**config.mk**
```make
export PLATFORM = sky130hd
export DESIGN_NAME = stereo_frame_scheduler_flat
export DESIGN_NICKNAME = d
export VERILOG_FILES = /design/src/rtl/stereo_frame_scheduler_pkg.sv /design/src/rtl/stereo_frame_scheduler_if.sv /design/src/rtl/stereo_frame_scheduler_frame_watchdog.sv /design/src/rtl/stereo_frame_scheduler.sv /design/src/flat_wrapper.sv
export SDC_FILE = /design/constraint.sdc
export NUM_CORES = 1
export LEC_CHECK = 0
export CORE_MARGIN = 8
export CORE_UTILIZATION = 40
export CTS_CLUSTER_SIZE = 30
export DETAILED_ROUTE_END_ITERATION = 7
export GPL_ROUTABILITY_DRIVEN = 0
export HOLD_SLACK_MARGIN = 0.12
export PLACE_DENSITY = 0.6
export SLEW_MARGIN = 10
export SYNTH_ARGS = -nofsm -noshare
export SYNTH_HDL_FRONTEND = slang
export SYNTH_SLANG_ARGS = --single-unit
```
**constraint.sdc**
```tcl
create_clock -name clk -period 2.69 [get_ports clk]
set_input_delay 0.807 -clock clk [delete_from_list [all_inputs] [get_ports clk]]
set_output_delay 0.807 -clock clk [all_outputs]
set_load 0.05 [all_outputs]
```
**src/rtl/stereo_frame_scheduler_pkg.sv**
```systemverilog
// Shared definitions for the stereo frame scheduler: FSM state encoding and
// default watchdog sizing.
package stereo_frame_scheduler_pkg;

  localparam int unsigned STATE_W = 3;

  typedef logic [STATE_W-1:0] state_t;

  localparam state_t S_IDLE      = 3'd0;
  localparam state_t S_CLEAR     = 3'd1;
  localparam state_t S_START     = 3'd2;
  localparam state_t S_WAIT_DESC = 3'd3;
  localparam state_t S_MATCH     = 3'd4;
  localparam state_t S_DONE      = 3'd5;
  localparam state_t S_ERROR     = 3'd6;

  localparam int unsigned DEFAULT_TIMEOUT_W      = 24;
  localparam int unsigned DEFAULT_TIMEOUT_CYCLES = 10_000_000;

endpackage

```
**src/rtl/stereo_frame_scheduler_if.sv**
```systemverilog
// Control/status bundle between the frame scheduler and the stereo pipeline.
//   master : pipeline side (drives run/single/abort and the done indications)
//   slave  : scheduler side (drives start/clear pulses, match_enable, status)
interface stereo_frame_scheduler_if #(
  parameter int unsigned FRAME_CNT_W = 16,
  parameter int unsigned SKEW_W      = 16
);

  logic                   run;
  logic                   single;
  logic                   abort;
  logic                   l_desc_done;
  logic                   r_desc_done;
  logic                   stitch_done;

  logic                   l_start;
  logic                   r_start;
  logic                   l_clear;
  logic                   r_clear;
  logic                   match_enable;
  logic                   busy;
  logic                   frame_done;
  logic                   timeout_err;
  logic [FRAME_CNT_W-1:0] frame_count;
  logic [SKEW_W-1:0]      skew;

  modport master (
    output run, single, abort, l_desc_done, r_desc_done, stitch_done,
    input  l_start, r_start, l_clear, r_clear, match_enable, busy,
           frame_done, timeout_err, frame_count, skew
  );

  modport slave (
    input  run, single, abort, l_desc_done, r_desc_done, stitch_done,
    output l_start, r_start, l_clear, r_clear, match_enable, busy,
           frame_done, timeout_err, frame_count, skew
  );

endinterface

```
**src/rtl/stereo_frame_scheduler_frame_watchdog.sv**
```systemverilog
// Frame watchdog: counts enabled cycles since the last clear and flags when
// the count reaches limit-1 while still enabled.
//   clk, rst_n : clock, synchronous active-low reset
//   clear      : zero the counter (has priority over enable)
//   enable     : count this cycle
//   limit      : number of enabled cycles allowed
//   expired_c  : combinational, high in the last allowed enabled cycle
module frame_watchdog #(
  parameter int unsigned W = 24
) (
  input  logic         clk,
  input  logic         rst_n,
  input  logic         clear,
  input  logic         enable,
  input  logic [W-1:0] limit,
  output logic         expired_c
);

  logic [W-1:0] count_q;

  assign expired_c = enable && (count_q == limit - W'(1));

  // Counter holds once expired so it never wraps back to a quiet value.
  always_ff @(posedge clk) begin
    if (!rst_n) begin
      count_q <= '0;
    end else if (clear) begin
      count_q <= '0;
    end else if (enable && !expired_c) begin
      count_q <= count_q + W'(1);
    end
  end

endmodule

```
**src/rtl/stereo_frame_scheduler.sv**
```systemverilog
// Frame-level sequencer for the dual-camera stitching pipeline.
// Clears and starts both capture chains, waits for both descriptor chains,
// enables matching/stitching, closes the frame on stitch_done and tracks
// frame count, left/right completion skew and a per-frame watchdog.
//   clk, rst_n : clock, synchronous active-low reset
//   bus        : slave side of stereo_frame_scheduler_if (all outputs registered)
module stereo_frame_scheduler
  import stereo_frame_scheduler_pkg::*;
#(
  parameter int unsigned TIMEOUT_W      = DEFAULT_TIMEOUT_W,
  parameter int unsigned TIMEOUT_CYCLES = DEFAULT_TIMEOUT_CYCLES,
  parameter int unsigned FRAME_CNT_W    = 16,
  parameter int unsigned SKEW_W         = 16
) (
  input  logic                     clk,
  input  logic                     rst_n,
  stereo_frame_scheduler_if.slave  bus
);

  localparam logic [TIMEOUT_W-1:0] TIMEOUT_LIMIT = TIMEOUT_W'(TIMEOUT_CYCLES);

  state_t            state_q;
  state_t            state_d;
  logic              cont_q;
  logic              l_seen_q;
  logic              r_seen_q;
  logic              l_seen_n;
  logic              r_seen_n;
  logic [SKEW_W-1:0] skew_cnt_q;
  logic              wd_clear;
  logic              wd_enable;
  logic              wd_expired;

  logic              start_d;
  logic              clear_d;
  logic              match_enable_d;
  logic              busy_d;
  logic              frame_done_d;
  logic              timeout_err_d;

  // Seen flags including this cycle's indication, so simultaneous dones go straight to MATCH.
  assign l_seen_n  = l_seen_q | bus.l_desc_done;
  assign r_seen_n  = r_seen_q | bus.r_desc_done;

  assign wd_clear  = (state_q == S_START);
  assign wd_enable = (state_q == S_WAIT_DESC) || (state_q == S_MATCH);

  frame_watchdog #(
    .W (TIMEOUT_W)
  ) u_frame_watchdog (
    .clk       (clk),
    .rst_n     (rst_n),
    .clear     (wd_clear),
    .enable    (wd_enable),
    .limit     (TIMEOUT_LIMIT),
    .expired_c (wd_expired)
  );

  // State register
  always_ff @(posedge clk) begin
    if (!rst_n) begin
      state_q <= S_IDLE;
    end else begin
      state_q <= state_d;
    end
  end

  // Next-state logic; abort overrides every other transition.
  always_comb begin
    state_d = state_q;
    case (state_q)
      S_IDLE:      if (bus.run || bus.single) state_d = S_CLEAR;
      S_CLEAR:     state_d = S_START;
      S_START:     state_d = S_WAIT_DESC;
      S_WAIT_DESC: begin
        if (l_seen_n && r_seen_n) state_d = S_MATCH;
        else if (wd_expired)      state_d = S_ERROR;
      end
      S_MATCH: begin
        // A frame finishing on the expiry cycle still counts as completed.
        if (bus.stitch_done)  state_d = S_DONE;
        else if (wd_expired)  state_d = S_ERROR;
      end
      S_DONE:      state_d = (cont_q && bus.run) ? S_CLEAR : S_IDLE;
      S_ERROR:     state_d = S_ERROR;
      default:     state_d = S_IDLE;
    endcase
    if (bus.abort) state_d = S_IDLE;
  end

  // Output decode from the next state so registered outputs align with state_q.
  always_comb begin
    start_d        = 1'b0;
    clear_d        = 1'b0;
    match_enable_d = 1'b0;
    busy_d         = 1'b0;
    frame_done_d   = 1'b0;
    timeout_err_d  = 1'b0;
    case (state_d)
      S_CLEAR:     begin clear_d = 1'b1;        busy_d = 1'b1; end
      S_START:     begin start_d = 1'b1;        busy_d = 1'b1; end
      S_WAIT_DESC: begin                        busy_d = 1'b1; end
      S_MATCH:     begin match_enable_d = 1'b1; busy_d = 1'b1; end
      S_DONE:      begin frame_done_d = 1'b1;   busy_d = 1'b1; end
      S_ERROR:     begin timeout_err_d = 1'b1; end
      default:     ;
    endcase
  end

  // Frame mode latch, descriptor seen flags and skew measurement.
  always_ff @(posedge clk) begin
    if (!rst_n) begin
      cont_q     <= 1'b0;
      l_seen_q   <= 1'b0;
      r_seen_q   <= 1'b0;
      skew_cnt_q <= '0;
    end else if (bus.abort) begin
      l_seen_q   <= 1'b0;
      r_seen_q   <= 1'b0;
    end else begin
      if (state_q == S_IDLE && state_d == S_CLEAR) cont_q <= bus.run;
      if (state_q == S_START) begin
        l_seen_q   <= 1'b0;
        r_seen_q   <= 1'b0;
        skew_cnt_q <= '0;
      end
      if (state_q == S_WAIT_DESC) begin
        l_seen_q <= l_seen_n;
        r_seen_q <= r_seen_n;
        // Exactly one side finished: the other side is lagging this cycle.
        if ((l_seen_q ^ r_seen_q) && (skew_cnt_q != '1)) begin
          skew_cnt_q <= skew_cnt_q + SKEW_W'(1);
        end
      end
    end
  end

  // Registered outputs
  always_ff @(posedge clk) begin
    if (!rst_n) begin
      bus.l_start      <= 1'b0;
      bus.r_start      <= 1'b0;
      bus.l_clear      <= 1'b0;
      bus.r_clear      <= 1'b0;
      bus.match_enable <= 1'b0;
      bus.busy         <= 1'b0;
      bus.frame_done   <= 1'b0;
      bus.timeout_err  <= 1'b0;
      bus.frame_count  <= '0;
      bus.skew         <= '0;
    end else begin
      bus.l_start      <= start_d;
      bus.r_start      <= start_d;
      bus.l_clear      <= clear_d;
      bus.r_clear      <= clear_d;
      bus.match_enable <= match_enable_d;
      bus.busy         <= busy_d;
      bus.frame_done   <= frame_done_d;
      bus.timeout_err  <= timeout_err_d;
      if (frame_done_d) begin
        bus.frame_count <= bus.frame_count + FRAME_CNT_W'(1);
        bus.skew        <= skew_cnt_q;
      end
    end
  end

endmodule
```
**src/flat_wrapper.sv**
```systemverilog
// flat-port wrapper written by rule: the top's interface ports become plain ports
module stereo_frame_scheduler_flat import stereo_frame_scheduler_pkg::*;
#(
  parameter int unsigned TIMEOUT_W      = DEFAULT_TIMEOUT_W,
  parameter int unsigned TIMEOUT_CYCLES = DEFAULT_TIMEOUT_CYCLES,
  parameter int unsigned FRAME_CNT_W    = 16,
  parameter int unsigned SKEW_W         = 16
)
  (clk, rst_n, bus_run, bus_single, bus_abort, bus_l_desc_done, bus_r_desc_done, bus_stitch_done, bus_l_start, bus_r_start, bus_l_clear, bus_r_clear, bus_match_enable, bus_busy, bus_frame_done, bus_timeout_err, bus_frame_count, bus_skew);
  stereo_frame_scheduler_if #(.FRAME_CNT_W(FRAME_CNT_W), .SKEW_W(SKEW_W)) bus_i ();
  input  logic clk;
  input  logic rst_n;
  input wire logic [$bits(bus_i.run)-1:0] bus_run;
  input wire logic [$bits(bus_i.single)-1:0] bus_single;
  input wire logic [$bits(bus_i.abort)-1:0] bus_abort;
  input wire logic [$bits(bus_i.l_desc_done)-1:0] bus_l_desc_done;
  input wire logic [$bits(bus_i.r_desc_done)-1:0] bus_r_desc_done;
  input wire logic [$bits(bus_i.stitch_done)-1:0] bus_stitch_done;
  output wire logic [$bits(bus_i.l_start)-1:0] bus_l_start;
  output wire logic [$bits(bus_i.r_start)-1:0] bus_r_start;
  output wire logic [$bits(bus_i.l_clear)-1:0] bus_l_clear;
  output wire logic [$bits(bus_i.r_clear)-1:0] bus_r_clear;
  output wire logic [$bits(bus_i.match_enable)-1:0] bus_match_enable;
  output wire logic [$bits(bus_i.busy)-1:0] bus_busy;
  output wire logic [$bits(bus_i.frame_done)-1:0] bus_frame_done;
  output wire logic [$bits(bus_i.timeout_err)-1:0] bus_timeout_err;
  output wire logic [$bits(bus_i.frame_count)-1:0] bus_frame_count;
  output wire logic [$bits(bus_i.skew)-1:0] bus_skew;
  assign bus_i.run = bus_run;
  assign bus_i.single = bus_single;
  assign bus_i.abort = bus_abort;
  assign bus_i.l_desc_done = bus_l_desc_done;
  assign bus_i.r_desc_done = bus_r_desc_done;
  assign bus_i.stitch_done = bus_stitch_done;
  assign bus_l_start = bus_i.l_start;
  assign bus_r_start = bus_i.r_start;
  assign bus_l_clear = bus_i.l_clear;
  assign bus_r_clear = bus_i.r_clear;
  assign bus_match_enable = bus_i.match_enable;
  assign bus_busy = bus_i.busy;
  assign bus_frame_done = bus_i.frame_done;
  assign bus_timeout_err = bus_i.timeout_err;
  assign bus_frame_count = bus_i.frame_count;
  assign bus_skew = bus_i.skew;
  stereo_frame_scheduler #(.TIMEOUT_W(TIMEOUT_W), .TIMEOUT_CYCLES(TIMEOUT_CYCLES), .FRAME_CNT_W(FRAME_CNT_W), .SKEW_W(SKEW_W)) u_core (.clk(clk), .rst_n(rst_n), .bus(bus_i));
endmodule
```
==> results of run 1 <==
## metrics by stage
stage	utilization (%)	instances
final	48.6	702
after global routing	48.6	702
after CTS	48.6	702
after detailed placement	46.8	686
after global placement	46.8	686
after floorplan	-	504
## sequential cells by signal (all words and copies together) (netlist names), 3 cells and up
name and cells:
u_core.bus.frame_count 16, u_core.skew_cnt_q 16, u_core.state_q 3, u_core.bus.skew 16
u_core.u_frame_watchdog.count_q 24
## power by group through the flow
stage               Sequential (µW)  Combinational (µW)  Clock (µW)
global placement               1290                 177           0
floorplan                      1300                 105           0
finish                         1260                 180         856
global route                   1260                 196         940
CTS                            1260                 181         887
detailed placement             1290                 180           0
## synth_stat cells, types with 4 or more instances
library cell  count
dfxtp_1          84
nand2_1          79
nor2_1           35
mux2i_1          31
nand3_1          30
a21oi_1          21
xor2_1           20
clkbuf_1         19
nand2b_1         17
nand4_1          16
nor4_1           11
o21ai_0          11
o211ai_1          8
or4_1             8
and4_1            7
inv_1             7
o2111ai_1         7
and2_1            6
and3_1            6
nor3_1            6
or3_1             5
a211oi_1          4
o31ai_1           4
o41ai_1           4
or2_2             4
## worst max-delay path by stage
stage | start | to | slack (ns) | cells after the start
2_1_floorplan | bus_r_desc_done | u_core.bus.frame_count[12] | 0.43 | 5
3_3_place_gp | bus_r_desc_done | u_core.bus.frame_count[12] | -0.09 | 5
3_5_place_dp | bus_l_desc_done | u_core.bus.frame_count[12] | -0.11 | 5
4_1_cts | u_core.u_frame_watchdog.count_q[0] | u_core.bus.match_enable | 0.19 | 7
5_1_grt | bus_r_desc_done | u_core.bus.frame_count[11] | 0.11 | 6
6_report | u_core.bus.frame_count[2] | bus_frame_count[2] | 0.22 | 1
## logic make-up (layout without fill, tap and decap cells)
logic type / after synthesis / after routing
buf+inv: 35 / 93
simple gates: 245 / 245
compound gates: 83 / 83
mux: 31 / 31
fa+ha+maj: 3 / 3
flops: 84 / 84
xor+xnor: 23 / 23
## layout make-up
cell class / instances / area (µm²) / share of cell area (%)
multi-input combinational: 385 / 2450 / 47.4
sequential: 84 / 1680 / 32.5
timing repair buffer: 70 / 651 / 12.6
tap: 140 / 175 / 3.38
clock buffer: 13 / 169 / 3.26
inverter: 7 / 26.3 / 0.507
clock inverter: 3 / 20.0 / 0.387
## repair_timing
action / CTS / global route
endpoints found under the setup margin: 0 / 1
gates resized for setup: 0 / 1
hold endpoints to repair: 0 / 0
setup buffers: 0 / 0
## worst register-to-register path: stages (launching register included)
cell and delay (ns):
dfxtp_1 0.44, ha_1 0.28, and4_1 0.29, nand4_1 0.25, or3b_2 0.55, or4_1 0.40
nand3_1 0.09
## layer usage
| metal | up-vias | routed length (µm) |
|---|---|---|
| met3 | 8 | 396 |
| met5 | - | 0 |
| li1 | 1940 | - |
| met2 | 53 | 4950 |
| met4 | 0 | 131 |
| met1 | 1791 | 4870 |
## cells in the final DEF (no fill, tap or decap), types with 7 or more instances in the layout
cell / Yosys / final
o2111ai_1: 7 / 7
clkbuf_8: 0 / 12
a21oi_1: 21 / 21
or4_1: 8 / 7
inv_1: 7 / 7
xor2_1: 20 / 20
nor4_1: 11 / 11
nand4_1: 16 / 16
clkdlybuf4s50_1: 0 / 46
buf_4: 2 / 22
o211ai_1: 8 / 8
nand3_1: 30 / 30
nand2_1: 79 / 79
o21ai_0: 11 / 11
dfxtp_1: 84 / 84
nand2b_1: 17 / 17
nor2_1: 35 / 35
mux2i_1: 31 / 31
and4_1: 7 / 7
==> out/metrics.cfg, run 1 <==
[timing]
clock_skew_ns=0.0112
slew_violations=0
tns_ns=0
worst_pin_slew_ns=0.847
fmax_mhz=405
finalHoldViolations=0
rsz0062_at_grt=false
setup_violations=0
hold_ws_ns=0.459
slew_headroom_pct=43.0
finalCriticalPeriod_ns=2.47
finalWorstSetupSlack_ns=0.222
layout_worst_path_cycle_share_pct=91.7

[yosys]
synth_fa_ha_area_share_pct=0.873
ys_ff_latch=84
yosys_warnings=0
synth_top_family_by_area=simple AND/OR/NAND/NOR gates
muxShareOfSynthArea_pct=7.22
ys_types=58
postSynth.asyncResetShare_pct=0
netlist_top_cells_area=dfxtp_1 (39%), mux2i_1 (7.2%), nand2_1 (6.9%)
synth-compound-area-share_pct=14.3
yosysSeqAreaShare_pct=39.1
yosysTopAreaCellShare_pct=39.1
synth-simple-area-share_pct=29.9
synth-xor-area-share_pct=4.69
synth_flop_cell=dfxtp_1
syn_area_per_cell_um2=8.53
yosysTopAreaCell=dfxtp_1
syn-num-nets=515
mappedNetlistArea_um2=4300
synth_edf_count=0
synth_cells=504

[global_route]
antenna_found_initial=0
grt_use_met2_pct=24.3
met3_usage_pct=3.95
grt_pass1_wl_mm=17.5
grt_usage_pct=14.6
grt_max_degree=51
grt_overflow_total=0
first_global_vias=3659
busiest_layer=met2
gr-usage-met1_pct=17.8

[pwr]
powerDensity_nw_per_um2=443
sequentialPowerShare_pct=54.8
p_leak_uw=0.00174
pwr-share-clk_pct=37.3
finalPower_uw=2290
ir_drop_v=0.000278
p_int_uw=1730
p_switching_uw=568
pwr-share-comb_pct=7.8
swShare_pct=24.8

[die]
boundaryPins=48
rows=38
start_util_pct=40.4
fp.coreArea_um2=10700
die_area_um2=14300
die-height_um=120
fp.dieW_um=120

[setup_path]
path_buf_inv=1
crit_family=buffers and inverters
crit_required_ns=1.88
r2r-start=u_core.skew_cnt_q[0]
worstSetupPathType=reg2out
worstPathCellList=clkdlybuf4s50_1
cp-end-kind=output port
rr_worst_depth=6
cp_max_fo=8
crit_slowest_cell=clkdlybuf4s50_1
cp_data_arrival_time_ns=1.66
cp_slowest_stage_delay_ns=0.85
start_kind=flop
timing.rr.end=u_core.skew_cnt_q[12]
ff2ff_setup_slack_ns=0.33

[clocking]
tritoncts=yes
clock_latency_ns=0.35
clkTransAtPathRegs_ns=0.08
cts_buffers=9
clock_path_buffers=2
ctsHoldBuffers=0
cts_root_buffer=clkbuf_8
cts.sinks=84
cts_max_level=3

[min_path]
min_from=u_core.bus.skew[9]
hp-class=reg2reg
worstHoldPathCells=2
hold-path-endpoint=u_core.bus.skew[9]

[drt]
drtPass1Iterations=4
vias_per_cell=5.40
vias=3792
drt-initial-drc-count=247
drc=0
drt-wirelength-per-cell_um=14.7
antenna_left=0
wl_mm=10.3

[place]
dp_hpwl_mm=7.41
place_area_um2=4980
place_ws_ns=-0.105
port_buffers=47

[cells_and_area]
diodes=0
drive_gt1_share_pct=9.96
fillers=1096
syn2layout_area_growth_pct=20.5
layout.nets=568
final_area_um2=5180

[outcome]
status=completed

[run]
maxCapViolCount=0

Note: power is estimated with default switching activity, not from simulation.
==> run 2: changes to the inputs <==
Settings changed: PLACE_DENSITY 0.6 to not set.
Clock period 2.69 ns to 2.3 ns, I/O delays scaled along.
==> out/metrics.cfg, run 2 (synthesized netlist as in run 1, its figures left out) <==
[place]
dp_hpwl_mm=7.83  ; was 7.41 mm
place_area_um2=5200  ; was 4980 µm²
port_buffers=47  ; unchanged

[setup_path]
crit_slowest_cell=clkdlybuf4s50_1  ; unchanged
cp_slowest_stage_delay_ns=0.53  ; was 0.85 ns
worstSetupPathType=in2reg  ; was reg2out
crit_required_ns=2.57  ; was 1.88 ns
critical_path.startpoint=bus_run  ; was u_core.bus.frame_count[2]
cp-end-kind=flop  ; was output port
timing.rr.end=u_core.bus.frame_count[4]  ; was u_core.skew_cnt_q[12]
worstPathCellList=clkdlybuf4s50_1 > nand3_1 > a31oi_1 > buf_4 > nand2_1 > a2111oi_1 > mux2i_1  ; was clkdlybuf4s50_1
start_kind=primary input  ; was flop
r2r-start=u_core.u_frame_watchdog.count_q[0]  ; was u_core.skew_cnt_q[0]
endpoint=u_core.bus.frame_count[12]  ; was bus_frame_count[2]
cp_max_fo=4  ; was 8
rr_worst_depth=7  ; was 6
cp_data_arrival_time_ns=2.53  ; was 1.66 ns
ff2ff_setup_slack_ns=0.08  ; was 0.33 ns

[die]
fp.coreArea_um2=10700  ; unchanged
die-height_um=120  ; unchanged
rows=38  ; unchanged
die_area_um2=14300  ; unchanged
fp.dieW_um=120  ; unchanged
start_util_pct=40.4  ; unchanged
boundaryPins=48  ; unchanged

[clocking]
ctsHoldBuffers=0  ; unchanged
tritoncts=yes  ; unchanged
cts_max_level=3  ; unchanged
cts_buffers=9  ; unchanged
clkTransAtPathRegs_ns=0.08  ; about the same
cts_root_buffer=clkbuf_8  ; unchanged
clock_latency_ns=0.36  ; was 0.35 ns
clock_path_buffers=2  ; unchanged
post-cts-setup-buffers=0  ; unchanged
cts.sinks=84  ; unchanged

[cells_and_area]
layout.nets=598  ; was 568
final_area_um2=5470  ; was 5180 µm²
largest_reg_flops=24  ; unchanged
top_register=u_core.u_frame_watchdog.count_q  ; unchanged
syn2layout_area_growth_pct=27.2  ; was 20.5%
layout_common_cells=dfxtp_1 (84), nand2_1 (79), buf_4 (55)  ; was dfxtp_1 (84), nand2_1 (79), clkdlybuf4s50_1 (46)
drive_gt1_share_pct=15.9  ; was 9.96%
fillers=1045  ; was 1096
diodes=0  ; unchanged
final_common_cell=dfxtp_1  ; unchanged

[global_route]
grt_max_degree=51  ; unchanged
first_global_vias=3788  ; was 3659
grt_pass1_wl_mm=18.0  ; was 17.5 mm
antenna_found_initial=0  ; unchanged
grt_usage_pct=15.1  ; was 14.6%
grt_overflow_total=0  ; unchanged

[timing]
worst_pin_slew_ns=0.522  ; was 0.847 ns
fmax_mhz=443
slew_violations=0  ; unchanged
setup_violations=0  ; unchanged
finalHoldViolations=0  ; unchanged
tns_ns=0  ; unchanged
layout_worst_path_cycle_share_pct=98.2
clock_skew_ns=0.0176  ; was 0.0112 ns
hold_ws_ns=0.462  ; was 0.459 ns
slew_headroom_pct=65.2  ; was 43.0%
finalCriticalPeriod_ns=2.26
rsz0062_at_grt=true  ; was false

[drt]
vias_per_cell=5.34  ; was 5.40
drc=0  ; unchanged
drtPass1Iterations=4  ; unchanged
vias=3907  ; was 3792
wl_mm=10.6  ; was 10.3 mm
antenna_left=0  ; unchanged
drt-initial-drc-count=244  ; was 247
drt-wirelength-per-cell_um=14.5  ; was 14.7 µm

[pwr]
p_leak_uw=0.00201  ; was 0.00174 µW
ir_drop_v=0.000312  ; was 0.000278 V
powerDensity_nw_per_um2=525  ; was 443 nW/µm²

[min_path]
hp-class=reg2reg  ; unchanged

[outcome]
status=completed  ; unchanged

[run]
maxCapViolCount=0  ; unchanged

[run 2: changes by cell type in the layout (fill, tap and decap cells not counted), sizes merged]
cell / change
buf: +34
clkbuf: -1
bufinv: +2
clkdlybuf4s50: -13
clkinvlp: -1
dlymetal6s2s: +3
dlygate4sd2: +6
[run 2: worst min-delay path by stage]
stage / slack [ns] / cells after the start / end / from
after floorplan: 0.46 / 2 / u_core.bus.skew[6] / u_core.skew_cnt_q[6]
after global placement: 0.44 / 2 / u_core.bus.skew[14] / u_core.bus.skew[14]
after detailed placement: 0.45 / 2 / u_core.bus.skew[3] / u_core.bus.skew[3]
final: 0.46 / 2 / u_core.bus.skew[12] / u_core.bus.skew[12]
after global routing: 0.50 / 2 / u_core.bus.skew[7] / u_core.bus.skew[7]
after CTS: 0.47 / 2 / u_core.bus.skew[3] / u_core.bus.skew[3]
[run 2: power breakdown]
| part | internal [µW] | leakage [µW] | switching [µW] |
|---|---|---|---|
| combinational | 90.4 | 0.00123 | 144 |
| clock | 641 | 0.000107 | 524 |
| sequential | 1460 | 0.000677 | 6.50 |
| total | 2190 | 0.00201 | 674 |
[run 2: worst max-delay path: cells and delay by family]
kind            cells  cell delay [ns]
buf+inv             2             0.69
mux                 1             0.24
simple gates        2             0.22
compound gates      2             0.70
[run 2: per-layer routing]
layer  part of all wire [%]  GRT usage, %  wire [µm]
met5                      0             0          0
met4                    1.5          6.48        163
met1                     48          18.9       5080
met2                     47          24.0       5030
met3                    3.3          4.04        350
[run 2: final cells by class]
cell class                 count  area (µm²)  share of cell area [%]
timing repair buffer         100         873                    16.0
tap                          140         175                    3.21
clock buffer                  12         145                    2.66
inverter                       7        26.3                   0.481
sequential                    84        1680                    30.8
multi-input combinational    385        2490                    45.6
clock inverter                 4        72.6                    1.33
[run 2: repair_timing]
action                     CTS  global route
resized for setup            8            11
pin swaps                    0             1
setup endpoints to repair   11             9
[run 2: through the flow]
stage | power [µW] | util, % | setup slack, ns | cells
final | 2870 | 51.3 | 0.0424 | 732
after global routing | 2980 | 51.3 | -0.0763 | 732
after CTS | 2900 | 50.9 | 0.00338 | 732
after detailed placement | 1730 | 48.8 | -0.401 | 716
after global placement | 1730 | 48.8 | -0.359 | 716
after floorplan | 1640 | - | 0.113 | 504
==> run 3: changes to the inputs <==
Settings changed: RECOVER_POWER set to 25.
==> out/metrics.cfg, run 3 (synthesized netlist as in run 1, its figures left out) <==
[outcome]
status=completed  ; unchanged

[die]
die_area_um2=14300  ; unchanged
boundaryPins=48  ; unchanged
die-height_um=120  ; unchanged
rows=38  ; unchanged
start_util_pct=40.4  ; unchanged
fp.coreArea_um2=10700  ; unchanged
fp.dieW_um=120  ; unchanged

[place]
place_ws_ns=-0.401  ; unchanged
place_area_um2=5200  ; unchanged
port_buffers=47  ; unchanged
dp_hpwl_mm=7.83  ; unchanged

[setup_path]
timing.rr.end=u_core.bus.frame_count[4]  ; unchanged
ff2ff_setup_slack_ns=0.08  ; about the same
rr_worst_depth=7  ; unchanged
endpoint=u_core.bus.frame_count[12]  ; unchanged
critical_path.startpoint=bus_run  ; unchanged
r2r-start=u_core.u_frame_watchdog.count_q[0]  ; unchanged
worstSetupPathType=in2reg  ; unchanged
cp_max_fo=4  ; unchanged
crit_required_ns=2.57  ; about the same
start_kind=primary input  ; unchanged
cp-end-kind=flop  ; unchanged
cp_data_arrival_time_ns=2.53  ; about the same

[run]
maxCapViolCount=0  ; unchanged

[global_route]
grt_usage_pct=15.1  ; unchanged
grt_pass1_wl_mm=18.0  ; unchanged
first_global_vias=3788  ; unchanged
grt_max_degree=51  ; unchanged
antenna_found_initial=0  ; unchanged
grt_overflow_total=0  ; unchanged

[min_path]
hp-class=reg2reg  ; unchanged

[timing]
clock_skew_ns=0.0177  ; was 0.0176 ns
rsz0062_at_grt=true  ; unchanged
worst_pin_slew_ns=0.606  ; was 0.522 ns
finalCriticalPeriod_ns=2.26  ; about the same
fmax_mhz=442  ; was 443 MHz
tns_ns=0  ; unchanged
layout_worst_path_cycle_share_pct=98.3  ; was 98.2%
finalHoldViolations=0  ; unchanged
slew_headroom_pct=59.8  ; was 65.2%
finalWorstSetupSlack_ns=0.0391  ; was 0.0424 ns
hold_ws_ns=0.462  ; about the same
setup_violations=0  ; unchanged
slew_violations=0  ; unchanged

[cells_and_area]
diodes=0  ; unchanged
layout_common_cells=dfxtp_1 (84), nand2_1 (79), buf_4 (46)  ; was dfxtp_1 (84), nand2_1 (79), buf_4 (55)
layout.nets=598  ; unchanged
drive_gt1_share_pct=14.7  ; was 15.9%
largest_reg_flops=24  ; unchanged
final_common_cell=dfxtp_1  ; unchanged
top_register=u_core.u_frame_watchdog.count_q  ; unchanged
final_area_um2=5430  ; was 5470 µm²
syn2layout_area_growth_pct=26.2  ; was 27.2%

[clocking]
tritoncts=yes  ; unchanged
cts_buffers=9  ; unchanged
clock_latency_ns=0.36  ; about the same
clkTransAtPathRegs_ns=0.08  ; about the same
cts_max_level=3  ; unchanged
post-cts-setup-buffers=0  ; unchanged
cts.sinks=84  ; unchanged
cts_root_buffer=clkbuf_8  ; unchanged
clock_path_buffers=2  ; unchanged

[drt]
drc=0  ; unchanged
vias=3906  ; was 3907
drt-initial-drc-count=232  ; was 244
vias_per_cell=5.34  ; about the same
wl_mm=10.6  ; about the same
drtPass1Iterations=4  ; unchanged
antenna_left=0  ; unchanged
drt-wirelength-per-cell_um=14.5  ; about the same

[pwr]
ir_drop_v=0.000311  ; was 0.000312 V
p_leak_uw=0.00196  ; was 0.00201 µW
finalPower_uw=2870  ; about the same
powerDensity_nw_per_um2=528  ; was 525 nW/µm²

-- run 3: cell count changes in the layout (fill, tap and decap cells not counted), sizes merged --
cell,change
clkbuf,+10
buf,-9
dlymetal6s2s,-1
-- run 3: final cells by class --
class                      count  area, µm²
timing repair buffer         100        833
clock buffer                  12        145
fill                        1050       5230
sequential                    84       1680
tap                          140        175
clock inverter                 4       72.6
inverter                       7       26.3
multi-input combinational    385       2490
-- run 3: layer usage --
layer | up-vias | share of wire (%) | GRT usage (%) | routed length (µm)
met5 | - | 0 | 0 | 0
met4 | 0 | 1.2 | 6.48 | 131
met3 | 11 | 4.1 | 4.04 | 430
met2 | 62 | 47 | 24.0 | 5040
met1 | 1844 | 47 | 18.9 | 5010
li1 | 1989 | - | - | -
-- run 3: per-stage QoR --
step,utilization (%),std cells
2_1_floorplan,-,504
3_3_place_gp,48.8,716
3_5_place_dp,48.8,716
4_1_cts,50.9,732
5_1_grt,50.9,732
6_report,50.9,732
-- run 3: critical path, stage by stage --
cell,delay (ns)
clkdlybuf4s50_1,0.53
nand3_1,0.09
a31oi_1,0.18
buf_4,0.16
nand2_1,0.13
a2111oi_1,0.52
mux2i_1,0.24
-- run 3: how the worst min path moves through the flow --
stage	start	to	slack, ns	cells after the start
2_1_floorplan	u_core.skew_cnt_q[6]	u_core.bus.skew[6]	0.46	2
4_1_cts	u_core.bus.skew[3]	u_core.bus.skew[3]	0.47	2
5_1_grt	u_core.bus.skew[7]	u_core.bus.skew[7]	0.50	2
6_report	u_core.bus.skew[3]	u_core.bus.skew[3]	0.46	2
3_3_place_gp	u_core.bus.skew[14]	u_core.bus.skew[14]	0.44	2
3_5_place_dp	u_core.bus.skew[3]	u_core.bus.skew[3]	0.45	2
-- run 3: power breakdown --
group	leakage (µW)	switching (µW)	internal [µW]
registers	0.000677	6.45	1460
clock network	0.000107	524	641
logic	0.00118	143	88.8
total	0.00196	674	2190
-- run 3: what timing repair did --
item	in CTS	in global routing
setup endpoints to repair	11	9
gates resized for setup	8	11
pin swaps	0	1
hold buffers	0	0
